File: config.mk
export PLATFORM = sky130hd
export DESIGN_NAME = synch_filter_multi
export DESIGN_NICKNAME = d
export VERILOG_FILES = /design/src/rtl/synch_pkg.sv /design/src/rtl/synch_filter_chan.sv /design/src/rtl/synch_filter_multi.sv
export SDC_FILE = /design/constraint.sdc
export NUM_CORES = 1
export LEC_CHECK = 0
export CAP_MARGIN = 5
export CORE_UTILIZATION = 34
export DETAILED_ROUTE_END_ITERATION = 16
export GPL_TIMING_DRIVEN = 0
export SETUP_SLACK_MARGIN = 0.5
export SKIP_CTS_REPAIR_TIMING = 1
export SLEW_MARGIN = 20
export SYNTH_ARGS = -nofsm -noshare
export SYNTH_HDL_FRONTEND = slang
export SYNTH_SLANG_ARGS = --single-unit
File: constraint.sdc
create_clock -name CLK -period 2.55 [get_ports CLK]
set_input_delay 0.51 -clock CLK [delete_from_list [all_inputs] [get_ports CLK]]
set_output_delay 0.51 -clock CLK [all_outputs]
set_load 0.02 [all_outputs]
File: src/rtl/synch_pkg.sv
// -----------------------------------------------------------------------------
// synch_pkg
// Shared constants and helpers for the multi-channel synchronizer/filter.
//   SYNCH_STAGES_DEF : default synchronizer depth
//   clog2()          : ceiling log2, usable in constant expressions
//   cnt_width()      : filter counter width, never narrower than one bit
// -----------------------------------------------------------------------------
package synch_pkg;

    localparam int SYNCH_STAGES_DEF = 3;

    function automatic int clog2(input int value);
        int result;
        result = 0;
        for (int v = value - 1; v > 0; v = v >> 1) begin
            result = result + 1;
        end
        return result;
    endfunction

    // FILT_CYCLES=1 gives clog2()=0; keep a 1-bit counter so the vector stays legal.
    function automatic int cnt_width(input int filt_cycles);
        return (clog2(filt_cycles) < 1) ? 1 : clog2(filt_cycles);
    endfunction

endpackage

File: src/rtl/synch_filter_chan.sv
// -----------------------------------------------------------------------------
// synch_filter_chan
// One channel: STAGES-deep synchronizer chain, stability filter and
// registered edge pulses.
//   clk, rst_n   : clock, async active-low reset
//   async_bit    : asynchronous input (sampled only by chain[0])
//   filt_en      : 0 bypasses the stability filter
//   sync_raw     : last chain stage
//   sync_out     : filtered level
//   rise, fall   : one-cycle pulses, aligned with the sync_out change
//   rise_nxt,
//   fall_nxt     : next-state values of rise/fall, for the shared CHG flop
// -----------------------------------------------------------------------------
module synch_filter_chan
    import synch_pkg::*;
#(
    parameter int   STAGES      = SYNCH_STAGES_DEF,
    parameter int   FILT_CYCLES = 4,
    parameter logic RST_BIT     = 1'b0
) (
    input  logic clk,
    input  logic rst_n,
    input  logic async_bit,
    input  logic filt_en,
    output logic sync_raw,
    output logic sync_out,
    output logic rise,
    output logic fall,
    output logic rise_nxt,
    output logic fall_nxt
);

    localparam int            CW       = cnt_width(FILT_CYCLES);
    localparam logic [CW-1:0] CNT_LAST = CW'(FILT_CYCLES - 1);

    logic [STAGES-1:0] chain;
    logic [CW-1:0]     cnt_q;
    logic [CW-1:0]     cnt_d;
    logic              out_d;
    logic              filt_en_q;
    logic              bypass;

    always_ff @(posedge clk or negedge rst_n) begin
        if (!rst_n) begin
            chain <= {STAGES{RST_BIT}};
        end else begin
            chain <= {chain[STAGES-2:0], async_bit};
        end
    end

    assign sync_raw = chain[STAGES-1];
    assign bypass   = !filt_en || (FILT_CYCLES == 1);

    always_comb begin
        out_d = sync_out;
        cnt_d = cnt_q;
        if (sync_raw == sync_out) begin
            cnt_d = '0;
        end else if (bypass) begin
            out_d = sync_raw;
            cnt_d = '0;
        end else if (filt_en != filt_en_q) begin
            // Filter just re-enabled: start qualification from scratch.
            cnt_d = '0;
        end else if (cnt_q == CNT_LAST) begin
            out_d = sync_raw;
            cnt_d = '0;
        end else begin
            cnt_d = cnt_q + 1'b1;
        end
    end

    assign rise_nxt = out_d & ~sync_out;
    assign fall_nxt = ~out_d & sync_out;

    always_ff @(posedge clk or negedge rst_n) begin
        if (!rst_n) begin
            sync_out  <= RST_BIT;
            cnt_q     <= '0;
            rise      <= 1'b0;
            fall      <= 1'b0;
            filt_en_q <= 1'b1;
        end else begin
            sync_out  <= out_d;
            cnt_q     <= cnt_d;
            rise      <= rise_nxt;
            fall      <= fall_nxt;
            filt_en_q <= filt_en;
        end
    end

endmodule

File: src/rtl/synch_filter_multi.sv
// -----------------------------------------------------------------------------
// synch_filter_multi
// WIDTH independent synchronizer + glitch-filter channels with edge pulses.
//   CLK, RST_N : clock, async active-low reset (release synchronous to CLK)
//   ASYNC_IN   : asynchronous inputs, one bit per channel
//   FILT_EN    : quasi-static; 0 makes SYNC_OUT follow SYNC_RAW one cycle later
//   SYNC_RAW   : synchronized, unfiltered levels
//   SYNC_OUT   : filtered levels
//   RISE, FALL : one-cycle pulses when a SYNC_OUT bit changes
//   CHG        : high in any cycle where a RISE or FALL bit is high
// -----------------------------------------------------------------------------
module synch_filter_multi
    import synch_pkg::*;
#(
    parameter int               WIDTH       = 4,
    parameter int               STAGES      = SYNCH_STAGES_DEF,
    parameter int               FILT_CYCLES = 4,
    parameter logic [WIDTH-1:0] RST_VAL     = {WIDTH{1'b0}}
) (
    input  logic             CLK,
    input  logic             RST_N,
    input  logic [WIDTH-1:0] ASYNC_IN,
    input  logic             FILT_EN,
    output logic [WIDTH-1:0] SYNC_RAW,
    output logic [WIDTH-1:0] SYNC_OUT,
    output logic [WIDTH-1:0] RISE,
    output logic [WIDTH-1:0] FALL,
    output logic             CHG
);

    logic [WIDTH-1:0] rise_nxt;
    logic [WIDTH-1:0] fall_nxt;

    for (genvar i = 0; i < WIDTH; i++) begin : g_chan
        synch_filter_chan #(
            .STAGES      (STAGES),
            .FILT_CYCLES (FILT_CYCLES),
            .RST_BIT     (RST_VAL[i])
        ) u_chan (
            .clk       (CLK),
            .rst_n     (RST_N),
            .async_bit (ASYNC_IN[i]),
            .filt_en   (FILT_EN),
            .sync_raw  (SYNC_RAW[i]),
            .sync_out  (SYNC_OUT[i]),
            .rise      (RISE[i]),
            .fall      (FALL[i]),
            .rise_nxt  (rise_nxt[i]),
            .fall_nxt  (fall_nxt[i])
        );
    end

    // Built from the channels' next-state pulses so CHG lines up with RISE/FALL.
    always_ff @(posedge CLK or negedge RST_N) begin
        if (!RST_N) begin
            CHG <= 1'b0;
        end else begin
            CHG <= |(rise_nxt | fall_nxt);
        end
    end

endmodule

======== After elaboration in Yosys (flattened, before gate mapping) ========
Index checks and enable logic that the tools add are counted.
operators by class
  $add $sub $neg .......................... 4
  muxes and demuxes ....................... 32
  equal/unequal tests ..................... 9
  bitwise operators ....................... 17
  reduce and logical (&&, ||, !) cells .... 1
operators with widths
  kind                                         count
  2-to-1 mux 2 bit                             16
  2-to-1 mux 1 bit                             16
  adder 2 x 1 -> 2 bit, second input constant  4
  bitwise AND 1 bit                            8
  == test 2 bit, second input constant         4
  NOT 1 bit                                    8
  == test 1 bit                                4
  OR 4 bit                                     1
  OR reduction 4 bit                           1
  inequality test 1 bit                        1
word-level totals
  register bits after elaboration ......... 34

======== Logic depth before layout (Yosys ltp) ========
  depth in word-level cells ............... 9
  gate-level depth with buffers ........... 5

======== By module ========
Synthesis repeated with hierarchy kept, for this count alone.
second synthesis, totals
  cell total of the unflattened synthesis .. 76
  area, all modules ....................... 1312.5 µm²
modules (own cells, without submodules)
  module              times used  area an instance (µm²)  sequential area each (µm²)  cells each
  synch_filter_chan   4           317.8                   226.5                       18
  synch_filter_multi  1           41.3                    25.0                        4

======== Least setup slack after synthesis ========
No wires, ideal clock.
  path type ............................... reg-to-reg
  from .................................... register g_chan[1].u_chan.cnt_q[0]
  to ...................................... register CHG
  setup time .............................. 130 ps
  stages on the path, launching flop included .. 6
  arrival ................................. 1426 ps
  period minus slack after synthesis ...... 1555 ps
  setup slack ............................. 995 ps
  cells stage by stage .................... dfrtp_1 > ha_1 > a21boi_2 > mux2_1 > ha_1 > nand4_1
on the way
  longest elaborated chain between the ends .. 9
  elaborated cells between the ends (all ways) .. 10
ends and longest elaborated chain
  what                              RTL line                  RTL
  from (decl)                       synch_filter_chan.sv:37   logic [CW-1:0] cnt_q;
  from (signal assigned)            synch_filter_chan.sv:85   cnt_q <= cnt_d;
  == test 2 bit (*)                 synch_filter_chan.sv:65   end else if (cnt_q == CNT_LAST) begin
  2-to-1 mux 1 bit (*)              synch_filter_chan.sv:65
  2-to-1 mux 1 bit (*)              synch_filter_chan.sv:62   end else if (filt_en != filt_en_q) begin
  2-to-1 mux 1 bit (*)              synch_filter_chan.sv:59   end else if (bypass) begin
  2-to-1 mux 1 bit (*)              synch_filter_chan.sv:57   if (sync_raw == sync_out) begin
  named net g_chan[1].u_chan.out_d  synch_filter_chan.sv:39   logic out_d;
  NOT 1 bit                         synch_filter_chan.sv:74   assign fall_nxt = ~out_d & sync_out;
  bitwise AND 1 bit                 synch_filter_chan.sv:74
  OR 4 bit (*)                      synch_filter_multi.sv:58  CHG <= |(rise_nxt | fall_nxt);
  OR reduction 4 bit (*)            synch_filter_multi.sv:58
  to (signal assigned)              synch_filter_multi.sv:58
  to (decl)                         synch_filter_multi.sv:28  output logic CHG
Mark *: on every way through the listed nets, which the timed path passes. The rest lies on a longest branch.

======== Worst setup path after layout ========
  from .................................... input port FILT_EN
  to ...................................... register CHG
on the way
  longest elaborated chain between the ends .. 8
  elaborated cells between the ends (all ways) .. 27
ends and longest elaborated chain
  what                              RTL line                  RTL
  from (decl)                       synch_filter_multi.sv:23  input logic FILT_EN,
  inequality test 1 bit             synch_filter_chan.sv:62
  2-to-1 mux 1 bit                  synch_filter_chan.sv:62
  2-to-1 mux 1 bit (*)              synch_filter_chan.sv:59
  2-to-1 mux 1 bit (*)              synch_filter_chan.sv:57
  named net g_chan[1].u_chan.out_d  synch_filter_chan.sv:39
  NOT 1 bit                         synch_filter_chan.sv:74
  bitwise AND 1 bit                 synch_filter_chan.sv:74
  OR 4 bit (*)                      synch_filter_multi.sv:58
  OR reduction 4 bit (*)            synch_filter_multi.sv:58
Marks and branches as above.

==> impl_metrics.json <==
{
  "detail-route-antenna-nets": 0,
  "grt_max_degree": 35,
  "crit_type": "primary input to register",
  "floorplan.initialDensity_pct": 36.3,
  "synth-seq-area-share_pct": 62.2,
  "antenna_found_initial": 0,
  "clock_sinks": 34,
  "cpMaxStageDelayCell": "clkdlybuf4s50_1",
  "synth.avg_cell_area_um2": 14.9,
  "dieArea_um2": 4290,
  "io_buffer_count": 23,
  "skew_ns": 0.00857,
  "cellLeakagePower_uw": 0.000850,
  "wl_per_cell_um": 11.6,
  "synthCells": 92,
  "die_x_um": 65.5,
  "hold_path.class": "primary input to asynchronous set/reset pin",
  "ys_ff_latch": 34,
  "synth_nets": 111,
  "syn_area_um2": 1370,
  "cts_inserted_buffers": 5,
  "yosys_warnings": 0,
  "cp_cell_sequence": "clkdlybuf4s50_1, a21boi_4, mux2_1, ha_1, nand4_1",
  "slew_viol_final": 0,
  "cts_max_level": 2,
  "drtIter0Drc": 22,
  "cp_data_arrival_time_ns": 2.17,
  "route.detailed.drc": 0,
  "clk_latency_ns": 0.29,
  "gp_congestion": 0.744,
  "insertedDiodeCount": 0,
  "fill_cells": 337,
  "setup_viol": 0,
  "rows": 22,
  "finalCriticalPeriod_ns": 2.01,
  "peakVddDrop_mv": 0.508,
  "vias": 734,
  "fin_nets": 141,
  "endpoint_kind": "register",
  "cts_tree": "done",
  "final_core_util_pct": 47.2,
  "drive_gt1_share_pct": 24.4,
  "stdcell_count": 171,
  "overflow": 0,
  "clk_root_buffer_cell": "clkbuf_8",
  "max_freq_mhz": 498,
  "slew_headroom_pct": 51.3,
  "pwr_density_cell_nw_per_um2": 728,
  "grt_use_total_pct": 11.5,
  "hold_violations": 0,
  "first_global_vias": 782,
  "worst_pin_slew_ns": 0.731,
  "cp_max_fo": 6,
  "die_y_um": 65.5,
  "num_io_pins": 24,
  "setup_tns_ns": 0,
  "rsz0062_at_grt": "false",
  "design_area_um2": 1780,
  "clkSlewWorstSetupHoldPaths_ns": 0.07,
  "viasPerCell": 4.29,
  "dr.pass1.iters": 4,
  "fin_crit_sh_pct": 78.7,
  "placed_cell_area_um2": 1660,
  "cp.required_ns": 2.72,
  "clk_path_buf_depth": 2,
  "place_inst": 163,
  "synthDistinctLibCells": 13,
  "drt_wl_total_um": 1990,
  "max_cap_violations": 0,
  "start_kind": "primary input",
  "status": "finished clean",
  "cpPeakStageDelay_ns": 0.62,
  "fp.coreArea_um2": 3770,
  "dp_hpwl_um": 1310,
  "area_growth_pct": 29.9,
  "grt_pass1_wl_um": 3440
}
final cells by class:
cell class / count / area (um^2) / area share (%)
clock buffer: 7 / 86.3 / 4.85
clock inverter: 1 / 30.0 / 1.69
multi-input combinational: 38 / 390 / 21.9
sequential: 34 / 852 / 47.9
tap: 48 / 60.1 / 3.38
inverter: 4 / 15.0 / 0.844
buffer: 16 / 120 / 6.75
timing repair buffer: 23 / 225 / 12.7
sequential cells by signal, summed over array words and instances (netlist names):
register                 cells
CHG                          1
g_chan.u_chan.cnt_q          8
g_chan.u_chan.chain         12
g_chan.u_chan.sync_out       4
g_chan.u_chan.fall           4
g_chan.u_chan.filt_en_q      1
g_chan.u_chan.rise           4
worst paths after layout:
| path | startpoint | to | slack [ns] | cells past startpoint |
|---|---|---|---|---|
| worst max-delay path | FILT_EN | CHG | 0.54 | 5 |
| min in group CLK | g_chan[2].u_chan.chain[0] | g_chan[2].u_chan.chain[1] | 0.35 | 0 |
| max in group asynchronous | RST_N | g_chan[3].u_chan.chain[2] | 1.80 | 1 |
| worst min register to register | g_chan[2].u_chan.chain[0] | g_chan[2].u_chan.chain[1] | 0.35 | 0 |
| worst min-delay path | RST_N | g_chan[0].u_chan.chain[2] | 0.28 | 1 |
| worst max register to register | g_chan[1].u_chan.cnt_q[0] | CHG | 0.84 | 5 |
critical path, delay by kind of cell:
family                   cells  cell delay, ns
buffers and inverters        1            0.62
multiplexers                 1            0.36
adder cells (fa/ha/maj)      1            0.33
AO/OA/AOI/OAI                1            0.26
AND/OR/NAND/NOR              1            0.09
power breakdown:
group | switching [uW] | internal, uW | total [uW]
Sequential | 25.0 | 576 | 601
Clock | 188 | 318 | 507
Combinational | 84.6 | 103 | 187
Total | 298 | 997 | 1300
routing by layer:
layer	GRT usage [%]	routed length (um)	vias up	part of all wire (%)
met5	0	0	-	0
met4	9.78	57	0	2.9
met3	3.65	89	5	4.5
met2	18.0	961	22	48
met1	12.7	883	355	44
li1	-	-	352	-
cells by family after synthesis:
group | synth area share [%]
mux | 6.21
simple gates | 4.93
xor+xnor | 2.56
compound gates | 3.29
flops | 62.2
buf+inv | 9.86
fa+ha+maj | 11.0
synthesized netlist by cell type:
cell type / n / share of area (%)
inv_1: 4 / 1.1
mux2i_1: 4 / 2.9
dfrtp_1: 33 / 60
a21boi_2: 4 / 3.3
nor3b_1: 4 / 2.2
nand4_1: 1 / 0.46
nor4_1: 4 / 1.8
ha_1: 12 / 11
nand2_2: 1 / 0.46
dfstp_2: 1 / 1.9
mux2_1: 4 / 3.3
xnor2_1: 4 / 2.6
buf_4: 16 / 8.8
placed cells by master, fill, tap and decap left out, drive strengths merged:
cell type / Yosys / layout
nor4: 4 / 4
inv: 4 / 4
clkbuf: 0 / 7
ha: 12 / 12
mux2i: 4 / 4
mux2: 4 / 4
xnor2: 4 / 4
bufinv: 0 / 1
dfstp: 1 / 1
nand2: 1 / 1
nand4: 1 / 1
buf: 16 / 17
a21boi: 4 / 4
clkdlybuf4s50: 0 / 22
nor3b: 4 / 4
dfrtp: 33 / 33
stage by stage:
stage                     power [uW]  hold slack (ns)  worst slack [ns]
after floorplan                  716            0.214             0.995
after global placement           797            0.333             0.264
after detailed placement         799            0.335             0.270
after CTS                       1310            0.299             0.556
after global routing            1360            0.330             0.484
final                           1300            0.276             0.542
Power figures use the tool's default switching activity.
==> RTL change: new RTL, same flow settings <==
Set the parameter `WIDTH` to 5 (it was 4).
--- a/src/rtl/synch_filter_multi.sv
+++ b/src/rtl/synch_filter_multi.sv
@@ -12,7 +12,7 @@
 module synch_filter_multi
     import synch_pkg::*;
 #(
-    parameter int               WIDTH       = 4,
+    parameter int               WIDTH       = 5,
     parameter int               STAGES      = SYNCH_STAGES_DEF,
     parameter int               FILT_CYCLES = 4,
     parameter logic [WIDTH-1:0] RST_VAL     = {WIDTH{1'b0}}
Interface: changed (5 resized); port bits go from 24 to 29. The function was not compared with the original's and may differ.
==> RTL change against the original RTL <==
Setup slack improved by 0.026 ns; largest cell class unchanged; register-to-register slack got worse by 0.09 ns; global-route usage fell by 1.1 points; core utilization fell by 1.5 points; synthesized area rose by 26%; routed wire length rose by 18%; sequential cell count rose by 8; power rose by 8.4%; cell area rose by 24%; sequential power rose by 23%; sequential share of layout area barely moved.
==> RTL change: results (changes against the original RTL) <==
<table>
<tr><th>Metric</th><th>Value</th></tr>
<tr><th colspan="2">Power</th></tr>
<tr><td>Power in the clock group</td><td>0.424 mW (-16%)</td></tr>
<tr><td>Sw power</td><td>0.339 mW (+14%)</td></tr>
<tr><td>Maximum vdd drop</td><td>0.282 mV (-45%)</td></tr>
<tr><td>Leakage power total</td><td>1.07 nW (+26%)</td></tr>
<tr><th colspan="2">Cells and area</th></tr>
<tr><td>Net count of the finished layout</td><td>174 (+23%)</td></tr>
<tr><td>Leading registers by flop count</td><td>g_chan.u_chan.chain: 15 flops, g_chan.u_chan.cnt_q: 10 flops</td></tr>
<tr><td>Filler cell count</td><td>450 (+34%)</td></tr>
<tr><td>Fraction of final layout cells with drive strength greater than 1</td><td>27.0% (+2.6 points)</td></tr>
<tr><th colspan="2">GRT</th></tr>
<tr><td>First-pass GRT wire length</td><td>3940 um (+15%)</td></tr>
<tr><td>Total GRT Usage</td><td>10.4% (-1.1 points)</td></tr>
<tr><td>Largest net degree at the start of global routing</td><td>31 (-11%)</td></tr>
<tr><th colspan="2">Drt</th></tr>
<tr><td>Met3 Wirelength</td><td>88 um (-1.1%)</td></tr>
<tr><td>Violation count after the first detailed-routing iteration</td><td>18 (-18%)</td></tr>
<tr><td>First-pass iteration count of the detailed router</td><td>3 (-1)</td></tr>
<tr><th colspan="2">Synthesis</th></tr>
<tr><td>Number of nets in the synthesized netlist</td><td>138 (+24%)</td></tr>
<tr><td>Leading post-synthesis cells by cell area</td><td>sky130_fd_sc_hd__dfrtp_1 59%, sky130_fd_sc_hd__ha_1 11%, sky130_fd_sc_hd__buf_4 8.7%, sky130_fd_sc_hd__mux2_4 4.4%, sky130_fd_sc_hd__a21boi_2 3.3%</td></tr>
<tr><td>Commonest cells post-synth</td><td>41 x sky130_fd_sc_hd__dfrtp_1, 20 x sky130_fd_sc_hd__buf_4, 15 x sky130_fd_sc_hd__ha_1</td></tr>
<tr><td>Share of synthesized area occupied by flip-flops and latches</td><td>61.0% (-1.2 points)</td></tr>
<tr><td>Cell variety after synth</td><td>14 (+1)</td></tr>
<tr><th colspan="2">STA</th></tr>
<tr><td>Worst Max-Slew Pin Slew</td><td>0.318 ns (-0.413 ns)</td></tr>
<tr><th colspan="2">Worst setup path</th></tr>
<tr><td>Reg2Reg Setup Slack</td><td>0.75 ns (-0.09 ns)</td></tr>
<tr><td>Worst endpoint data arrival time</td><td>1.47 ns (-0.70 ns)</td></tr>
<tr><td>Crit path launch</td><td>g_chan[3].u_chan.sync_out</td></tr>
<tr><td>Last element of the critical path</td><td>SYNC_OUT[3]</td></tr>
<tr><th colspan="2">Place</th></tr>
<tr><td>Number of buffers inserted by port buffering</td><td>28 (+22%)</td></tr>
<tr><th colspan="2">Outcome</th></tr>
<tr><td>Status</td><td>finished, final reports clean</td></tr>
</table>
## RTL change: cell count changes after synthesis, moves of 3 or more
cell / before / now
sky130_fd_sc_hd__dfrtp_1: 33 / 41
sky130_fd_sc_hd__ha_1: 12 / 15
sky130_fd_sc_hd__buf_4: 16 / 20
sky130_fd_sc_hd__mux2_1: 4 / 0
sky130_fd_sc_hd__mux2_4: 0 / 5
## RTL change: worst register-to-register path, stage by stage, from the launching register on
cell                       delay [ns]
sky130_fd_sc_hd__dfrtp_1         0.39
sky130_fd_sc_hd__ha_1            0.23
sky130_fd_sc_hd__a21boi_2        0.21
sky130_fd_sc_hd__mux2_4          0.33
sky130_fd_sc_hd__ha_1            0.28
sky130_fd_sc_hd__and3_1          0.18
sky130_fd_sc_hd__nand3_1         0.08
## RTL change: cell type report
class,instances,area [sq um],share of cell area (%)
repair buffers,29,298,13.5
flip-flops and latches,42,1050,47.9
multi-input cells,48,504,22.9
well taps,67,83.8,3.81
plain buffers,20,150,6.83
clock inverters,1,5.00,0.228
inverters,5,18.8,0.854
clock buffers,7,86.3,3.93
## RTL change: per-stage QoR
step	cells	cell area [sq um]	setup slack, ns	util [%]	hold slack (ns)
6_report	219	2200	0.568	45.6	0.0999
5_1_grt	219	2200	0.507	45.6	0.107
4_1_cts	219	2200	0.372	45.6	0.104
3_5_place_dp	211	2100	0.0534	43.7	0.336
3_3_place_gp	210	2090	-0.0367	43.4	0.332
2_1_floorplan	115	1730	0.902	-	0.214
## RTL change: kinds of logic after synthesis
| logic type | share of synthesized area, % |
|---|---|
| xor+xnor | 2.54 |
| compound gates | 3.26 |
| flops | 61.0 |
| simple gates | 5.29 |
| mux | 7.25 |
| fa+ha+maj | 10.9 |
| buf+inv | 9.79 |
